`src/rtl/vend_pkg.sv`:
```
// rtl/vend_pkg.sv - shared types and constants for the ticket vending sequencer
package vend_pkg;

    localparam int VW             = 8;
    localparam int MAX_CREDIT_DEF = 250;
    localparam int TIMEOUT_DEF    = 32;

    typedef enum logic [2:0] {
        S_IDLE,
        S_COLLECT,
        S_ISSUE,
        S_CHG_REQ,
        S_CHG_DATA,
        S_CHG_WAIT,
        S_FAULT
    } state_t;

endpackage

```
`src/rtl/vend_ctrl_if.sv`:
```
// rtl/vend_ctrl_if.sv - ready/data/completion handshake towards the change block
// Ports (master = vend_ctrl side):
//   chg_rdy  master->slave  one-cycle payout request
//   chg_data master->slave  payout amount, valid the cycle after chg_rdy
//   chg_cmp  slave->master  payout completion
interface vend_ctrl_if;
    import vend_pkg::*;

    logic          chg_rdy;
    logic [VW-1:0] chg_data;
    logic          chg_cmp;

    modport master (output chg_rdy, output chg_data, input chg_cmp);
    modport slave  (input chg_rdy, input chg_data, output chg_cmp);

endinterface

```
`src/rtl/vend_credit.sv`:
```
// rtl/vend_credit.sv - credit accumulator, overflow check, price latch and credit>=price compare
// Ports:
//   clk, rst            clock, asynchronous active-low reset
//   coin_add, coin_val  add coin_val to credit (caller has already checked over)
//   price_load/val      latch a new price
//   price_clr           clear price only
//   clr                 clear credit and price (has priority)
//   credit, price       registered values
//   over                credit+coin_val would exceed MAX_CREDIT
//   ge                  price is set and credit covers it
module vend_credit
    import vend_pkg::*;
#(
    parameter int MAX_CREDIT = MAX_CREDIT_DEF
) (
    input  logic          clk,
    input  logic          rst,
    input  logic          coin_add,
    input  logic [VW-1:0] coin_val,
    input  logic          price_load,
    input  logic [VW-1:0] price_val,
    input  logic          price_clr,
    input  logic          clr,
    output logic [VW-1:0] credit,
    output logic [VW-1:0] price,
    output logic          over,
    output logic          ge
);

    localparam logic [VW:0] MAXC = MAX_CREDIT[VW:0];

    // One extra bit so a wrapping sum still reads as an overflow.
    logic [VW:0] sum;

    assign sum  = {1'b0, credit} + {1'b0, coin_val};
    assign over = sum > MAXC;
    assign ge   = (price != '0) && (credit >= price);

    always_ff @(posedge clk or negedge rst) begin
        if (!rst) begin
            credit <= '0;
            price  <= '0;
        end else if (clr) begin
            credit <= '0;
            price  <= '0;
        end else begin
            if (coin_add)
                credit <= sum[VW-1:0];
            if (price_clr)
                price <= '0;
            else if (price_load)
                price <= price_val;
        end
    end

endmodule

```
`src/rtl/vend_ctrl.sv`:
```
// rtl/vend_ctrl.sv - ticket vending transaction sequencer driving the change block
// Ports:
//   clk, rst                 clock, asynchronous active-low reset
//   coin_vld, coin_val       coin strobe and value
//   sel_vld, sel_price       ticket select strobe and price (0 ignored)
//   cancel                   abort request, honoured in COLLECT only
//   chg                      handshake to the change block (master side)
//   coin_rej, ticket_vld     one-cycle pulses
//   busy, fault, credit      status outputs
module vend_ctrl
    import vend_pkg::*;
#(
    parameter int MAX_CREDIT = MAX_CREDIT_DEF,
    parameter int TIMEOUT    = TIMEOUT_DEF
) (
    input  logic               clk,
    input  logic               rst,
    input  logic               coin_vld,
    input  logic [VW-1:0]      coin_val,
    input  logic               sel_vld,
    input  logic [VW-1:0]      sel_price,
    input  logic               cancel,
    vend_ctrl_if.master        chg,
    output logic               coin_rej,
    output logic               ticket_vld,
    output logic               busy,
    output logic               fault,
    output logic [VW-1:0]      credit
);

    localparam int             CW   = $clog2(TIMEOUT + 1);
    localparam logic [CW-1:0]  TMAX = CW'(TIMEOUT - 1);

    state_t        state, next;
    logic [VW-1:0] price, refund, data_q;
    logic [CW-1:0] cnt;
    logic          over, ge, rdy_q;
    logic          coin_add, price_load, price_clr, clr, rej;

    vend_credit #(.MAX_CREDIT(MAX_CREDIT)) u_credit (
        .clk        (clk),
        .rst        (rst),
        .coin_add   (coin_add),
        .coin_val   (coin_val),
        .price_load (price_load),
        .price_val  (sel_price),
        .price_clr  (price_clr),
        .clr        (clr),
        .credit     (credit),
        .price      (price),
        .over       (over),
        .ge         (ge)
    );

    always_ff @(posedge clk or negedge rst) begin
        if (!rst)
            state <= S_IDLE;
        else
            state <= next;
    end

    always_comb begin
        next       = state;
        coin_add   = 1'b0;
        price_load = 1'b0;
        price_clr  = 1'b0;
        clr        = 1'b0;
        rej        = 1'b0;
        case (state)
            S_IDLE: begin
                if (coin_vld) begin
                    if (over) begin
                        rej = 1'b1;
                    end else begin
                        coin_add = 1'b1;
                        next     = S_COLLECT;
                    end
                end else if (sel_vld && sel_price != '0) begin
                    price_load = 1'b1;
                    next       = S_COLLECT;
                end
            end
            S_COLLECT: begin
                if (cancel) begin
                    rej       = coin_vld;
                    price_clr = 1'b1;
                    if (credit == '0) begin
                        clr  = 1'b1;
                        next = S_IDLE;
                    end else begin
                        next = S_CHG_REQ;
                    end
                end else if (coin_vld) begin
                    if (over)
                        rej = 1'b1;
                    else
                        coin_add = 1'b1;
                end else if (sel_vld) begin
                    price_load = (sel_price != '0);
                end else if (ge) begin
                    // Only a quiet cycle issues, so the compare always sees
                    // the credit and price that ISSUE will refund against.
                    next = S_ISSUE;
                end
            end
            S_ISSUE: begin
                rej = coin_vld;
                if (credit == price) begin
                    clr  = 1'b1;
                    next = S_IDLE;
                end else begin
                    next = S_CHG_REQ;
                end
            end
            S_CHG_REQ: begin
                rej  = coin_vld;
                next = S_CHG_DATA;
            end
            S_CHG_DATA: begin
                rej  = coin_vld;
                next = S_CHG_WAIT;
            end
            S_CHG_WAIT: begin
                rej = coin_vld;
                if (chg.chg_cmp) begin
                    clr  = 1'b1;
                    next = S_IDLE;
                end else if (cnt == TMAX) begin
                    next = S_FAULT;
                end
            end
            S_FAULT: begin
                rej = coin_vld;
            end
            default: begin
                next = S_IDLE;
            end
        endcase
    end

    always_ff @(posedge clk or negedge rst) begin
        if (!rst) begin
            refund <= '0;
        end else begin
            case (state)
                S_COLLECT:  if (cancel) refund <= credit;
                S_ISSUE:    refund <= credit - price;
                S_CHG_WAIT: if (chg.chg_cmp) refund <= '0;
                default:    refund <= refund;
            endcase
        end
    end

    // Counts cycles spent in CHG_WAIT; any other state holds it at zero,
    // so it is clear on every entry.
    always_ff @(posedge clk or negedge rst) begin
        if (!rst)
            cnt <= '0;
        else if (state == S_CHG_WAIT)
            cnt <= cnt + 1'b1;
        else
            cnt <= '0;
    end

    // Outputs are registered from the next state so they line up with the
    // state they belong to.
    always_ff @(posedge clk or negedge rst) begin
        if (!rst) begin
            coin_rej   <= 1'b0;
            ticket_vld <= 1'b0;
            rdy_q      <= 1'b0;
            data_q     <= '0;
            busy       <= 1'b0;
            fault      <= 1'b0;
        end else begin
            coin_rej   <= rej;
            ticket_vld <= (next == S_ISSUE);
            rdy_q      <= (next == S_CHG_REQ);
            data_q     <= (next == S_CHG_DATA) ? refund : '0;
            busy       <= (next != S_IDLE) && (next != S_COLLECT);
            fault      <= (next == S_FAULT);
        end
    end

    assign chg.chg_rdy  = rdy_q;
    assign chg.chg_data = data_q;

endmodule

```
`src/flat_wrapper.sv`:
```
// flat-port wrapper written by rule: the top's interface ports become plain ports
module vend_ctrl_flat import vend_pkg::*;
#(
    parameter int MAX_CREDIT = MAX_CREDIT_DEF,
    parameter int TIMEOUT    = TIMEOUT_DEF
)
  (clk, rst, coin_vld, coin_val, sel_vld, sel_price, cancel, coin_rej, ticket_vld, busy, fault, credit, chg_chg_rdy, chg_chg_data, chg_chg_cmp);
  vend_ctrl_if chg_i ();
  input  logic clk;
  input  logic rst;
  input  logic coin_vld;
  input  logic [VW-1:0] coin_val;
  input  logic sel_vld;
  input  logic [VW-1:0] sel_price;
  input  logic cancel;
  output logic coin_rej;
  output logic ticket_vld;
  output logic busy;
  output logic fault;
  output logic [VW-1:0] credit;
  output wire logic [$bits(chg_i.chg_rdy)-1:0] chg_chg_rdy;
  output wire logic [$bits(chg_i.chg_data)-1:0] chg_chg_data;
  input wire logic [$bits(chg_i.chg_cmp)-1:0] chg_chg_cmp;
  assign chg_chg_rdy = chg_i.chg_rdy;
  assign chg_chg_data = chg_i.chg_data;
  assign chg_i.chg_cmp = chg_chg_cmp;
  vend_ctrl #(.MAX_CREDIT(MAX_CREDIT), .TIMEOUT(TIMEOUT)) u_core (.clk(clk), .rst(rst), .coin_vld(coin_vld), .coin_val(coin_val), .sel_vld(sel_vld), .sel_price(sel_price), .cancel(cancel), .chg(chg_i), .coin_rej(coin_rej), .ticket_vld(ticket_vld), .busy(busy), .fault(fault), .credit(credit));
endmodule
```
`config.mk`:
```
export PLATFORM = sky130hd
export DESIGN_NAME = vend_ctrl_flat
export DESIGN_NICKNAME = d
export VERILOG_FILES = /design/src/rtl/vend_pkg.sv /design/src/rtl/vend_ctrl_if.sv /design/src/rtl/vend_credit.sv /design/src/rtl/vend_ctrl.sv /design/src/flat_wrapper.sv
export SDC_FILE = /design/constraint.sdc
export NUM_CORES = 1
export LEC_CHECK = 0
export BUFFER_PORTS_ARGS = -buffer_cell sky130_fd_sc_hd__buf_4
export CAP_MARGIN = 20
export CORE_AREA = 3 3 76 78
export DETAILED_ROUTE_END_ITERATION = 12
export DIE_AREA = 0 0 79 81
export GPL_TIMING_DRIVEN = 0
export HOLD_SLACK_MARGIN = 0.03
export PLACE_DENSITY = 0.83
export SYNTH_ARGS = -nofsm -noshare
export SYNTH_HDL_FRONTEND = slang
export SYNTH_HIERARCHICAL = 1
export SYNTH_SLANG_ARGS = --single-unit
export TNS_END_PERCENT = 100
```
`constraint.sdc`:
```
create_clock -name clk -period 4.3 [get_ports clk]
set_input_delay 0.86 -clock clk [delete_from_list [all_inputs] [get_ports clk]]
set_output_delay 0.86 -clock clk [all_outputs]
set_load 0.02 [all_outputs]
```
==> impl_metrics.env <==
export IMPL_number_of_search_and_repair_iterations_in_the_first_detailed_routing_pass=4
export IMPL_setup_ws_ns=0.8195
export IMPL_ys_seq_elements=46
export IMPL_finalInstanceArea_um2=3475
export IMPL_design_final_nets=407
export IMPL_detail_route_iter0_violations=175
export IMPL_final_hold_violation_count=0
export IMPL_syn_nets=358
export IMPL_initial_core_util_pct=58.08
export IMPL_p_clk_share_pct=10.5
export IMPL_min_period_ns=3.480
export IMPL_insertedDiodeCount=0
export IMPL_timing_slew_headroom_pct=61.60
export IMPL_final_setup_tns_ns=0
export IMPL_worst_setup_path_start_kind="input port"
export IMPL_timing_worst_slew_pin_value_ns=0.5761
export IMPL_fin_skew_ns=0.01003
export IMPL_die_height_um=81
export IMPL_combinational_power_share_pct=60.3
export IMPL_final_cells=430
export IMPL_detailroute_via_count=2519
export IMPL_worst_hold_startpoint="u_core/cnt[0]"
export IMPL_synth_sequential_area_ratio_pct=38.56
export IMPL_fraction_of_post_synthesis_cell_area_in_the_top_cell_type_by_area_pct=38.56
export IMPL_worst_ir_drop_vdd_mv=0.4368
export IMPL_ctsHtreeMaxLevel=2
export IMPL_cts_hold_repair_buffers=0
export IMPL_rsz0062_at_grt="no"
export IMPL_r2r_end="u_core/u_credit/credit[4]"
export IMPL_cts_tree="built"
export IMPL_grt_antenna_before_repair=0
export IMPL_fmax_ghz=0.2873
export IMPL_reg2reg_setup_slack_ns=0.98
export IMPL_cts_setup_buffers=0
export IMPL_globalplace_congestion=0.8572
export IMPL_core_area_um2=5140
export IMPL_worst_r2r_path_depth=11
export IMPL_placementRows=26
export IMPL_worstSetupEndpointType="flip-flop"
export IMPL_seq_pwr_share_pct=29.2
export IMPL_synth_top_cells_by_area="dfrtp_1 39%, ha_1 10%, mux2i_1 4.7%, nor2_1 4.3%, inv_1 2.9%"
export IMPL_synthArstFlopShare_pct=100.0
export IMPL_dp_final_hpwl_um=4944
export IMPL_grt_max_degree=47
export IMPL_postPlaceCellArea_um2=3388
export IMPL_placement_io_buffers=42
export IMPL_fin_crit_share_pct=80.94
export IMPL_routed_wire_length_per_instance_um=15.75
export IMPL_vias_per_cell=5.858
export IMPL_post_cts_resized=0
export IMPL_syn_inst=310
export IMPL_data_required_time_at_the_worst_endpoint_ns=4.48
export IMPL_maximum_capacitance_violations=0
export IMPL_dpl_cell_count=422
export IMPL_layout_area_overhead_vs_synth_pct=16.39
export IMPL_data_arrival_time_at_the_worst_slack_endpoint_ns=3.66
export IMPL_yosys_most_used_dff="dfrtp_1"
export IMPL_intPower_mw=1.351
export IMPL_final_setup_viol_count=0
export IMPL_yosys_cell_types_count=63
export IMPL_worst_setup_hold_path_clk_slew_ns=0.09
export IMPL_clock_root_buffer="clkbuf_8"
export IMPL_power_switching_mw=1.172
export IMPL_timing_hold_worst_endpoint="u_core/cnt[0]"
export IMPL_holdPathStages=1
export IMPL_r2r_start="u_core/u_credit/credit[0]"
export IMPL_wire_length_of_the_first_global_routing_pass_um=11470
export IMPL_die_w_um=79
export IMPL_number_of_global_route_vias_before_repair=2556
export IMPL_post_synthesis_area_per_instance_um2=9.630
export IMPL_crit_path_max_fanout=10
export IMPL_slew_violations=0
export IMPL_drc=0
export IMPL_synth_edf_count=0
export IMPL_hold_class="flip-flop to flip-flop"
export IMPL_cts_num_sinks=46
export IMPL_layout_drive_gt1_share_pct=20.00
export IMPL_route_final_wire_length_um=6773
export IMPL_syn_cell_area_um2=2985
export IMPL_placement_setup_worst_slack_ns=0.5484
export IMPL_synth_largest_area_cell="dfrtp_1"
export IMPL_cts_buffers_inserted=5
export IMPL_synth_yosys_warnings=6
export IMPL_timing_worst_setup_path_type="input port to flip-flop"
export IMPL_cellLeakagePower_nw=1.626
export IMPL_power_switching_fraction_pct=46.45
export IMPL_ant_nets=0
export IMPL_run_status="completed"
export IMPL_global_route_overflow_total=0
export IMPL_power_density_nw_per_um2=725.9
export IMPL_max_clock_path_buffers=2
export IMPL_fp_dieArea_um2=6399
export IMPL_top_level_ports=43
export IMPL_grt_use_total_pct=22.61
export IMPL_worstSkewPairLatency_ns=0.31
## sequential cells by signal (all words and copies together) (netlist names)
name,flops
u_core/busy,1
u_core/chg.chg_data,8
u_core/chg.chg_rdy,1
u_core/cnt,6
u_core/coin_rej,1
u_core/fault,1
u_core/refund,8
u_core/state,3
u_core/ticket_vld,1
u_core/u_credit/credit,8
u_core/u_credit/price,8
## power by group through the flow
| stage | Clock (mW) | Combinational [mW] | Sequential [mW] |
|---|---|---|---|
| 3_5_place_dp | 0 | 1.49 | 0.742 |
| 4_1_cts | 0.271 | 1.51 | 0.734 |
| 3_3_place_gp | 0 | 1.43 | 0.735 |
| 2_1_floorplan | 0 | 1.05 | 0.766 |
| 6_report | 0.265 | 1.52 | 0.736 |
| 5_1_grt | 0.293 | 1.67 | 0.756 |
## cell families (layout without fill, tap and decap cells)
| group | count (synthesis) | after routing | share of synthesized area (%) |
|---|---|---|---|
| compound gates | 72 | 72 | 17.27 |
| xor+xnor | 12 | 12 | 3.521 |
| fa+ha+maj | 26 | 26 | 11.40 |
| buf+inv | 36 | 86 | 5.448 |
| flops | 46 | 46 | 38.56 |
| mux | 15 | 15 | 5.071 |
| simple gates | 103 | 103 | 18.73 |
## worst max-delay path by stage
stage                     start                   endpoint  slack, ns  depth (start not counted)
CTS                 coin_val[0]  u_core/u_credit/credit[4]       0.86                         12
detailed placement  coin_val[0]  u_core/u_credit/credit[4]       0.55                         12
global placement    coin_val[0]  u_core/u_credit/credit[1]       0.63                         12
finish              coin_val[0]  u_core/u_credit/credit[4]       0.82                         12
floorplan           coin_val[0]  u_core/u_credit/credit[1]       0.98                         11
global route        coin_val[0]  u_core/u_credit/credit[4]       0.70                         12
## cells in the final DEF (no fill, tap or decap), types with 3 or more instances in the layout
cell type,count
a211oi_2,3
buf_6,3
or3_1,4
nor4_1,5
clkbuf_1,5
o2111ai_1,3
nand2b_1,3
a22oi_1,4
ha_1,24
nand3_1,5
mux2i_1,14
and2_1,8
xor2_1,8
inv_1,23
nand4_1,3
dfrtp_1,46
o21ai_0,6
o21ai_1,10
nor3_1,4
nor2_1,34
a211oi_1,6
nand2_1,17
clkbuf_8,5
buf_4,42
xnor2_1,4
o21a_1,5
a21oi_1,11
buf_2,4
a21o_1,5
## Yosys cell counts (all sizes together) (3+ instances only)
cell type	number
a211oi	9
xnor2	4
inv	25
o21a	5
a22oi	4
nand4	3
dfrtp	46
or3	4
nor4	6
and2	8
o21ai	17
a21o	6
clkbuf	4
mux2i	14
ha	24
nand2b	3
nor3	4
xor2	8
a21oi	12
nand2	17
buf	7
nor2	35
nor2b	3
o2111ai	3
nand3	6
## critical path, cell delays in order
cell,delay [ns]
buf_4,0.11
ha_1,0.23
fa_1,0.45
a211oi_2,0.25
nor2_1,0.09
xor2_1,0.15
and4_1,0.20
a311o_1,0.37
nor4b_1,0.29
buf_2,0.32
mux2i_1,0.27
nor2_1,0.06
## through the flow
step	power, mW	utilization, %	hold WS (ns)
2_1_floorplan	1.816	-	0.4329
3_3_place_gp	2.163	65.92	0.4545
3_5_place_dp	2.228	65.92	0.4664
4_1_cts	2.511	67.60	0.4779
5_1_grt	2.718	67.60	0.4898
6_report	2.522	67.60	0.4733
## area by class of cell
class                   instances  area, um^2
multi-input cells             228        1672
plain buffers                  11       68.82
inverters                      25       93.84
clock buffers                   6       72.57
flip-flops and latches         46        1151
fillers                       443        1665
repair buffers                 42       315.3
well taps                      70       87.58
clock inverters                 2       13.76
## layer usage
layer	vias up	global-route usage [%]	share of wire, %	wire length (um)
met2	79	40.24	51	3478
met1	1219	27.32	42	2865
met4	0	8.591	1.3	91
li1	1209	-	-	-
met3	12	4.102	5.0	337
met5	-	0	0	0
Power figures use the tool's default switching activity.
